File: config.mk
export PLATFORM = sky130hd
export DESIGN_NAME = controller_sequencer_bh
export DESIGN_NICKNAME = d
export VERILOG_FILES = /design/src/rtl/sap1_pkg.sv /design/src/rtl/ring_counter_bh.sv /design/src/rtl/controller_sequencer_bh.sv
export SDC_FILE = /design/constraint.sdc
export NUM_CORES = 1
export LEC_CHECK = 0
export CELL_PAD_IN_SITES_DETAIL_PLACEMENT = 0
export CELL_PAD_IN_SITES_GLOBAL_PLACEMENT = 1
export CORE_MARGIN = 4
export CORE_UTILIZATION = 31
export CTS_BUF_LIST = sky130_fd_sc_hd__clkbuf_2
export CTS_CLUSTER_DIAMETER = 60
export CTS_CLUSTER_SIZE = 14
export DETAILED_ROUTE_END_ITERATION = 6
export GPL_ROUTABILITY_DRIVEN = 1
export PLACE_DENSITY = 0.87
export SLEW_MARGIN = 20
export SYNTH_ARGS = -nofsm -noshare
export SYNTH_HDL_FRONTEND = slang
export SYNTH_SLANG_ARGS = --single-unit
File: constraint.sdc
create_clock -name CLK -period 2.5 [get_ports CLK]
set_clock_uncertainty 0.1 [all_clocks]
set_input_delay 0.5 -clock CLK [delete_from_list [all_inputs] [get_ports CLK]]
set_output_delay 0.5 -clock CLK [all_outputs]
set_load 0.005 [all_outputs]
File: src/rtl/sap1_pkg.sv
// ---------------------------------------------------------------------------
// sap1_pkg
// Architectural constants shared by the SAP-1 controller-sequencer:
//   opcode_t  - the instruction-register opcodes the control matrix decodes
//   con_t     - the 12-bit control word, MSB first:
//               {CP,EP,LM_BAR,CE_BAR,LI_BAR,EI_BAR,LA_BAR,EA,SU,EU,LB_BAR,LO_BAR}
//   tstate_t  - one-hot ring-counter state, T1..T6
//   CON_*     - control-word constants per timing state
// ---------------------------------------------------------------------------
package sap1_pkg;

    typedef enum logic [3:0] {
        OP_LDA = 4'b0000,
        OP_ADD = 4'b0001,
        OP_SUB = 4'b0010,
        OP_OUT = 4'b1110,
        OP_HLT = 4'b1111
    } opcode_t;

    typedef struct packed {
        logic cp;
        logic ep;
        logic lm_bar;
        logic ce_bar;
        logic li_bar;
        logic ei_bar;
        logic la_bar;
        logic ea;
        logic su;
        logic eu;
        logic lb_bar;
        logic lo_bar;
    } con_t;

    typedef logic [5:0] tstate_t;

    localparam tstate_t T1 = 6'b000001;
    localparam tstate_t T2 = 6'b000010;
    localparam tstate_t T3 = 6'b000100;
    localparam tstate_t T4 = 6'b001000;
    localparam tstate_t T5 = 6'b010000;
    localparam tstate_t T6 = 6'b100000;

    // Idle word: every active-low load/enable deasserted, nothing on the bus.
    localparam con_t CON_IDLE     = 12'h3E3;
    // Fetch cycle, common to every opcode.
    localparam con_t CON_FETCH_T1 = 12'h5E3;   // EP, LM_BAR: PC -> MAR
    localparam con_t CON_FETCH_T2 = 12'hBE3;   // CP: PC increments
    localparam con_t CON_FETCH_T3 = 12'h263;   // CE_BAR, LI_BAR: RAM -> IR
    // Execute cycle.
    localparam con_t CON_MEM_T4   = 12'h1A3;   // EI_BAR, LM_BAR: IR operand -> MAR
    localparam con_t CON_LDA_T5   = 12'h2C3;   // CE_BAR, LA_BAR: RAM -> A
    localparam con_t CON_ALU_T5   = 12'h2E1;   // CE_BAR, LB_BAR: RAM -> B
    localparam con_t CON_ADD_T6   = 12'h3C7;   // EU, LA_BAR: A+B -> A
    localparam con_t CON_SUB_T6   = 12'h3CF;   // SU, EU, LA_BAR: A-B -> A
    localparam con_t CON_OUT_T4   = 12'h3F2;   // EA, LO_BAR: A -> output register

    // Ring successor; any non-one-hot encoding falls back to T1.
    function automatic tstate_t next_tstate(input tstate_t t);
        tstate_t n;
        case (t)
            T1:      n = T2;
            T2:      n = T3;
            T3:      n = T4;
            T4:      n = T5;
            T5:      n = T6;
            T6:      n = T1;
            default: n = T1;
        endcase
        return n;
    endfunction

endpackage

File: src/rtl/ring_counter_bh.sv
// ---------------------------------------------------------------------------
// ring_counter_bh
// Six-state one-hot ring counter for the SAP-1 sequencer. Advances on the
// falling clock edge so the control word settles half a cycle before the
// datapath loads on the rising edge.
// Ports:
//   CLK      in   clock (state advances on negedge)
//   CLR_BAR  in   asynchronous active-low clear, forces T1
//   HOLD     in   freeze the current state (used by the halt logic)
//   T[5:0]   out  one-hot state, T[0]=T1 .. T[5]=T6
// ---------------------------------------------------------------------------
module ring_counter_bh
    import sap1_pkg::*;
(
    input  logic       CLK,
    input  logic       CLR_BAR,
    input  logic       HOLD,
    output logic [5:0] T
);

    tstate_t r_t;

    // One-hot ring state; HOLD only freezes a legal state so a corrupted
    // encoding always recovers at the next edge.
    always_ff @(negedge CLK or negedge CLR_BAR) begin
        if (!CLR_BAR) begin
            r_t <= T1;
        end else if (HOLD && $onehot(r_t)) begin
            r_t <= r_t;
        end else begin
            r_t <= next_tstate(r_t);
        end
    end

    assign T = r_t;

endmodule

File: src/rtl/controller_sequencer_bh.sv
// ---------------------------------------------------------------------------
// controller_sequencer_bh
// SAP-1 controller-sequencer: one-hot ring counter plus the control matrix
// that produces the 12-bit control word for the whole datapath.
// Ports:
//   CLK       in   system clock; T advances on negedge, datapath loads on posedge
//   CLR_BAR   in   asynchronous active-low clear
//   OPCODE    in   IR[7:4], valid from T4 onward
//   T[5:0]    out  one-hot ring state
//   CON[11:0] out  {CP,EP,LM_BAR,CE_BAR,LI_BAR,EI_BAR,LA_BAR,EA,SU,EU,LB_BAR,LO_BAR}
//   HLT_BAR   out  low = clock must stop
// Build option: define SAP1_HLT_EN to enable the HLT (1111) instruction.
// Without it HLT_BAR is tied high and 1111 executes as a NOP.
// ---------------------------------------------------------------------------
module controller_sequencer_bh
    import sap1_pkg::*;
(
    input  logic        CLK,
    input  logic        CLR_BAR,
    input  logic [3:0]  OPCODE,
    output logic [5:0]  T,
    output logic [11:0] CON,
    output logic        HLT_BAR
);

    logic w_hold;
    logic w_halted;
    con_t w_con;

    ring_counter_bh u_ring (
        .CLK     (CLK),
        .CLR_BAR (CLR_BAR),
        .HOLD    (w_hold),
        .T       (T)
    );

`ifdef SAP1_HLT_EN
    logic w_hlt_req;
    logic r_halted;

    // HLT decoded in T4 drops HLT_BAR immediately; the same term holds the
    // ring at the coming negedge so T never leaves T4.
    assign w_hlt_req = CLR_BAR & (T == T4) & (OPCODE == OP_HLT);

    // Sticky halted flag, cleared only by CLR_BAR.
    always_ff @(negedge CLK or negedge CLR_BAR) begin
        if (!CLR_BAR) begin
            r_halted <= 1'b0;
        end else if (w_hlt_req) begin
            r_halted <= 1'b1;
        end else begin
            r_halted <= r_halted;
        end
    end

    assign w_halted = r_halted;
    assign w_hold   = r_halted | w_hlt_req;
    assign HLT_BAR  = ~w_hold;
`else
    assign w_halted = 1'b0;
    assign w_hold   = 1'b0;
    assign HLT_BAR  = 1'b1;
`endif

    // Control matrix. Clear is folded in combinationally so the word goes
    // idle the instant CLR_BAR falls, not at the next clock edge.
    always_comb begin
        w_con = CON_IDLE;
        if (!CLR_BAR) begin
            w_con = CON_IDLE;
        end else if (w_halted) begin
            w_con = CON_IDLE;
        end else begin
            case (T)
                T1: w_con = CON_FETCH_T1;
                T2: w_con = CON_FETCH_T2;
                T3: w_con = CON_FETCH_T3;
                T4: begin
                    case (OPCODE)
                        OP_LDA:  w_con = CON_MEM_T4;
                        OP_ADD:  w_con = CON_MEM_T4;
                        OP_SUB:  w_con = CON_MEM_T4;
                        OP_OUT:  w_con = CON_OUT_T4;
                        default: w_con = CON_IDLE;
                    endcase
                end
                T5: begin
                    case (OPCODE)
                        OP_LDA:  w_con = CON_LDA_T5;
                        OP_ADD:  w_con = CON_ALU_T5;
                        OP_SUB:  w_con = CON_ALU_T5;
                        default: w_con = CON_IDLE;
                    endcase
                end
                T6: begin
                    case (OPCODE)
                        OP_ADD:  w_con = CON_ADD_T6;
                        OP_SUB:  w_con = CON_SUB_T6;
                        default: w_con = CON_IDLE;
                    endcase
                end
                default: w_con = CON_IDLE;
            endcase
        end
    end

    assign CON = w_con;

endmodule

Yosys cells after proc, flatten, opt, wreduce, memory -nomap -nowiden

Index checks and enable logic that the tools add are counted.

Output and inout port bits: 19
Bits in registers: 6
Word-level logic and storage cells: 19
Bits of input ports: 6

Reductions and logical operators: 3
Equal/unequal tests: 9
Muxes and demuxes: 6

Operators by type and width:

| cell                 | number |
|---|---|
| $pmux W12 S6         | 1 |
| $pmux W6 S5          | 1 |
| $pmux W10 S2         | 1 |
| $pmux W9 S2          | 1 |
| $mux W12             | 1 |
| $pmux W6 S2          | 1 |
| $eq A6 B1 Y1 const B | 1 |
| $eq A6 B2 Y1 const B | 1 |
| $eq A6 B3 Y1 const B | 1 |
| $eq A6 B4 Y1 const B | 1 |
| $eq A6 B5 Y1 const B | 1 |
| $eq A6 B6 Y1 const B | 1 |
| $eq A4 B1 Y1 const B | 1 |
| $eq A4 B2 Y1 const B | 1 |
| $eq A4 B4 Y1 const B | 1 |
| $logic_not A4 Y1     | 1 |
| $reduce_or A3 Y1     | 1 |
| $reduce_or A2 Y1     | 1 |

Logic depth before layout (Yosys ltp)

Depth in word-level cells: 5
Mapped depth: 5

Hierarchy

Synthesis repeated with hierarchy kept, for this count alone.

Cells, all modules: 104
Area total of the unflattened synthesis: 822.0 um^2

Modules (own cells, without submodules):

| module                  | cells an instance | times used | seq. area each (um^2) | area each (um^2) |
|---|---|---|---|---|
| ring_counter_bh         | 44                | 1          | 151.4                 | 454.2 |
| controller_sequencer_bh | 60                | 1          | 0.0                   | 367.9 |

==> run metrics <==
outcome complete, but fails checks; failing checks negative setup slack; syn avg cell area 7.751 um2; area share of and/or/nand/nor cells after synthesis 38.58%; pre-CTS setup slack -1.179 ns; FF-to-FF path depth 7; count leader, synth nand2_1; GRT met3 Usage 6.761%; Final Cell Area 0.001584 mm2; WS Path Type reg2out; crit-path cells buf_4, buf_4, nor3_4, a21bo_2, o31ai_1, o2111ai_1, buf_2; GR Layer Usage met2 50.20%; Hold Path Depth 4; # clock sinks 6; EDFF count, synth 0; die width 53.28 um; pin count of the biggest net entering global routing 8; ant diodes 0; Critical Path Slowest Stage Cell dfrtn_1; die area 0.002839 mm2; DRT Pass-1 Iters 4; Routed WL per cell 18.85 um; global route hottest layer met2; I/O pin cnt 25; crit-path most repeated cell buf_4; Commonest cells post-synth nand2_1, nor2_1, nor3_1, dfrtn_1, inv_1; Hold Crit Class reg2reg; Worst R2R Start u_ring.T[3]; Post-Synthesis Cells 82; Layout area overhead 149.2%; Max Cap Viol 0; vias after detailed routing 1069; Leak 0.7650 nW; H-Tree Depth 1; Synth Area in Compound Gates 17.52%; RD Place Congestion 0.8334; r2r endpoint u_ring.T[0]; Final HPWL DP 1.885 mm; Max Root-Sink Buffers 2; DR DRC count 0; area of the multi-input gates 574.3 um2; sequential area share after synthesis 23.82%; Finished Core Util 80.74%; Synth Register Bits 6; row cnt 16; Worst Path Arrival 3.05 ns; Slew Viols, Final 0; Unique masters post-synth 41; reg2reg setup slack 0.86 ns; I/O Buffers 23; root buffer cell clkbuf_2; RSZ-0062 raised after global routing true; post-synth top area share 19.69%; Initial Utilization 32.40%; CP Max Fanout 7; adder-cell share of the synthesized area 0%; layout cell share with drive strength beyond 1 69.82%; Yosys top cell by area dfrtn_1; met1 Track Usage GR 26.14%; antenna viol nets, final 0; largest family of logic cells by synthesized area simple AND/OR/NAND/NOR gates; Nets 176; Hold Crit Start u_ring.T[5]; kind of end point of the critical path output port; critical path buffer and inverter count 3; placed cell area 0.001144 mm2; # fillers 137; Area contributors post-synth dfrtn_1, nand2_1, nor3_1; PwrDens 142.3 mW/mm2; Pwr Total 0.2254 mW; Die Y 53.28 um; Via-to-Cell Ratio 5.454; Mapped Area 635.6 um2; vias in the first global route 1140; All-Layer GR Usage 27.00%; worst setup margin -1.154 ns; post-synthesis mux area share 1.575%; Ys Warns 0; core footprint 0.001962 mm2; CP required 1.90 ns; Setup crit start kind flip-flop; main flop type after synthesis dfrtn_1; drt total wl 3.695 mm; first-pass GRT wire length 5.361 mm; Final Hold Fails 0; Fin Setup TNS -15.42 ns; Hold Path Sink u_ring.T[0]; Num CTS Buffers 3; Final Setup Violations 18; Largest stage delay, worst path 0.46 ns; initial detailed-routing violation count 23; clk_lat worst skew 0.26 ns; max FFs per register 6; grt ovf 0; clk slew on worst S/H paths 0.06 ns; initial antenna violation count 0; TritonCTS clock tree done; critical path's top delay family buffers and inverters; sequential standard cell area 151.4 um2; Syn Nets 88; post-synthesis xor/xnor area fraction 6.890%; Synth async-reset ratio 100.0%; worst vdd ir 0.0002357 V
-- per-stage QoR --
step	hold WS (ns)	std cells
after floorplan	0.4957	82
after global placement	0.6057	160
after detailed placement	0.6271	160
after CTS	0.6057	190
after global routing	0.7143	196
final	0.6962	196
-- cells by family (layout without fill, tap and decap cells) --
family | after synthesis | after routing
compound gates | 15 | 15
xor+xnor | 5 | 5
buf+inv | 12 | 99
flops | 6 | 6
mux | 1 | 1
other cells | 1 | 1
simple gates | 42 | 42
-- worst register-to-register path: stages (launching register included) --
cell and delay (ns):
dfrtn_1 0.46, buf_4 0.19, nor4_4 0.22, buf_4 0.18, nand2_1 0.08, buf_4 0.14, o311ai_1 0.08, nand2_1 0.12
-- repair_timing --
action                     in CTS  in global routing
pin swaps                      20                 15
hold buffers                    0                  0
buffers inserted               26                 11
resized for setup             106                 28
setup endpoints to repair      18                 18
-- layout make-up --
| class | instances | area share (%) |
|---|---|---|
| multi-input combinational | 64 | 36.26 |
| sequential | 6 | 9.558 |
| timing repair buffer | 90 | 49.61 |
| tap | 27 | 2.133 |
| inverter | 4 | 0.9479 |
| clock buffer | 4 | 1.264 |
| clock inverter | 1 | 0.2370 |
-- worst max-delay path by stage --
stage	startpoint	cells past startpoint	to	slack, ns
after floorplan	u_ring.T[0]	5	CON[8]	-0.70
after global routing	u_ring.T[0]	5	CON[8]	-1.25
after detailed placement	u_ring.T[2]	6	CON[0]	-1.18
final	u_ring.T[3]	7	CON[9]	-1.15
after CTS	u_ring.T[0]	5	CON[8]	-1.09
after global placement	u_ring.T[4]	5	CON[9]	-1.15
-- routing by layer --
metal	part of all wire, %	wire length (um)	vias to the layer above
met4	6.2	230	0
met3	7.0	260	30
li1	-	-	465
met1	34	1238	489
met2	53	1965	85
met5	0	0	-
-- report_power, final --
| group | switching [mW] | internal (mW) |
|---|---|---|
| Sequential | 0 | 0.0977 |
| Clock | 0.0475 | 0.0446 |
| Combinational | 0.0166 | 0.0191 |
| Total | 0.0641 | 0.161 |
-- layout by cell type, fill, tap and decap left out, types with 3 or more instances in the layout --
cell type         n
o21ai_1           3
nor2_1            4
buf_6            30
clkdlybuf4s50_1   5
nor3_4            4
clkbuf_2          4
buf_4            43
buf_2            11
dfrtn_1           5
nand2_1           6
inv_1             3
No activity file was read; power rests on OpenSTA's default activity.
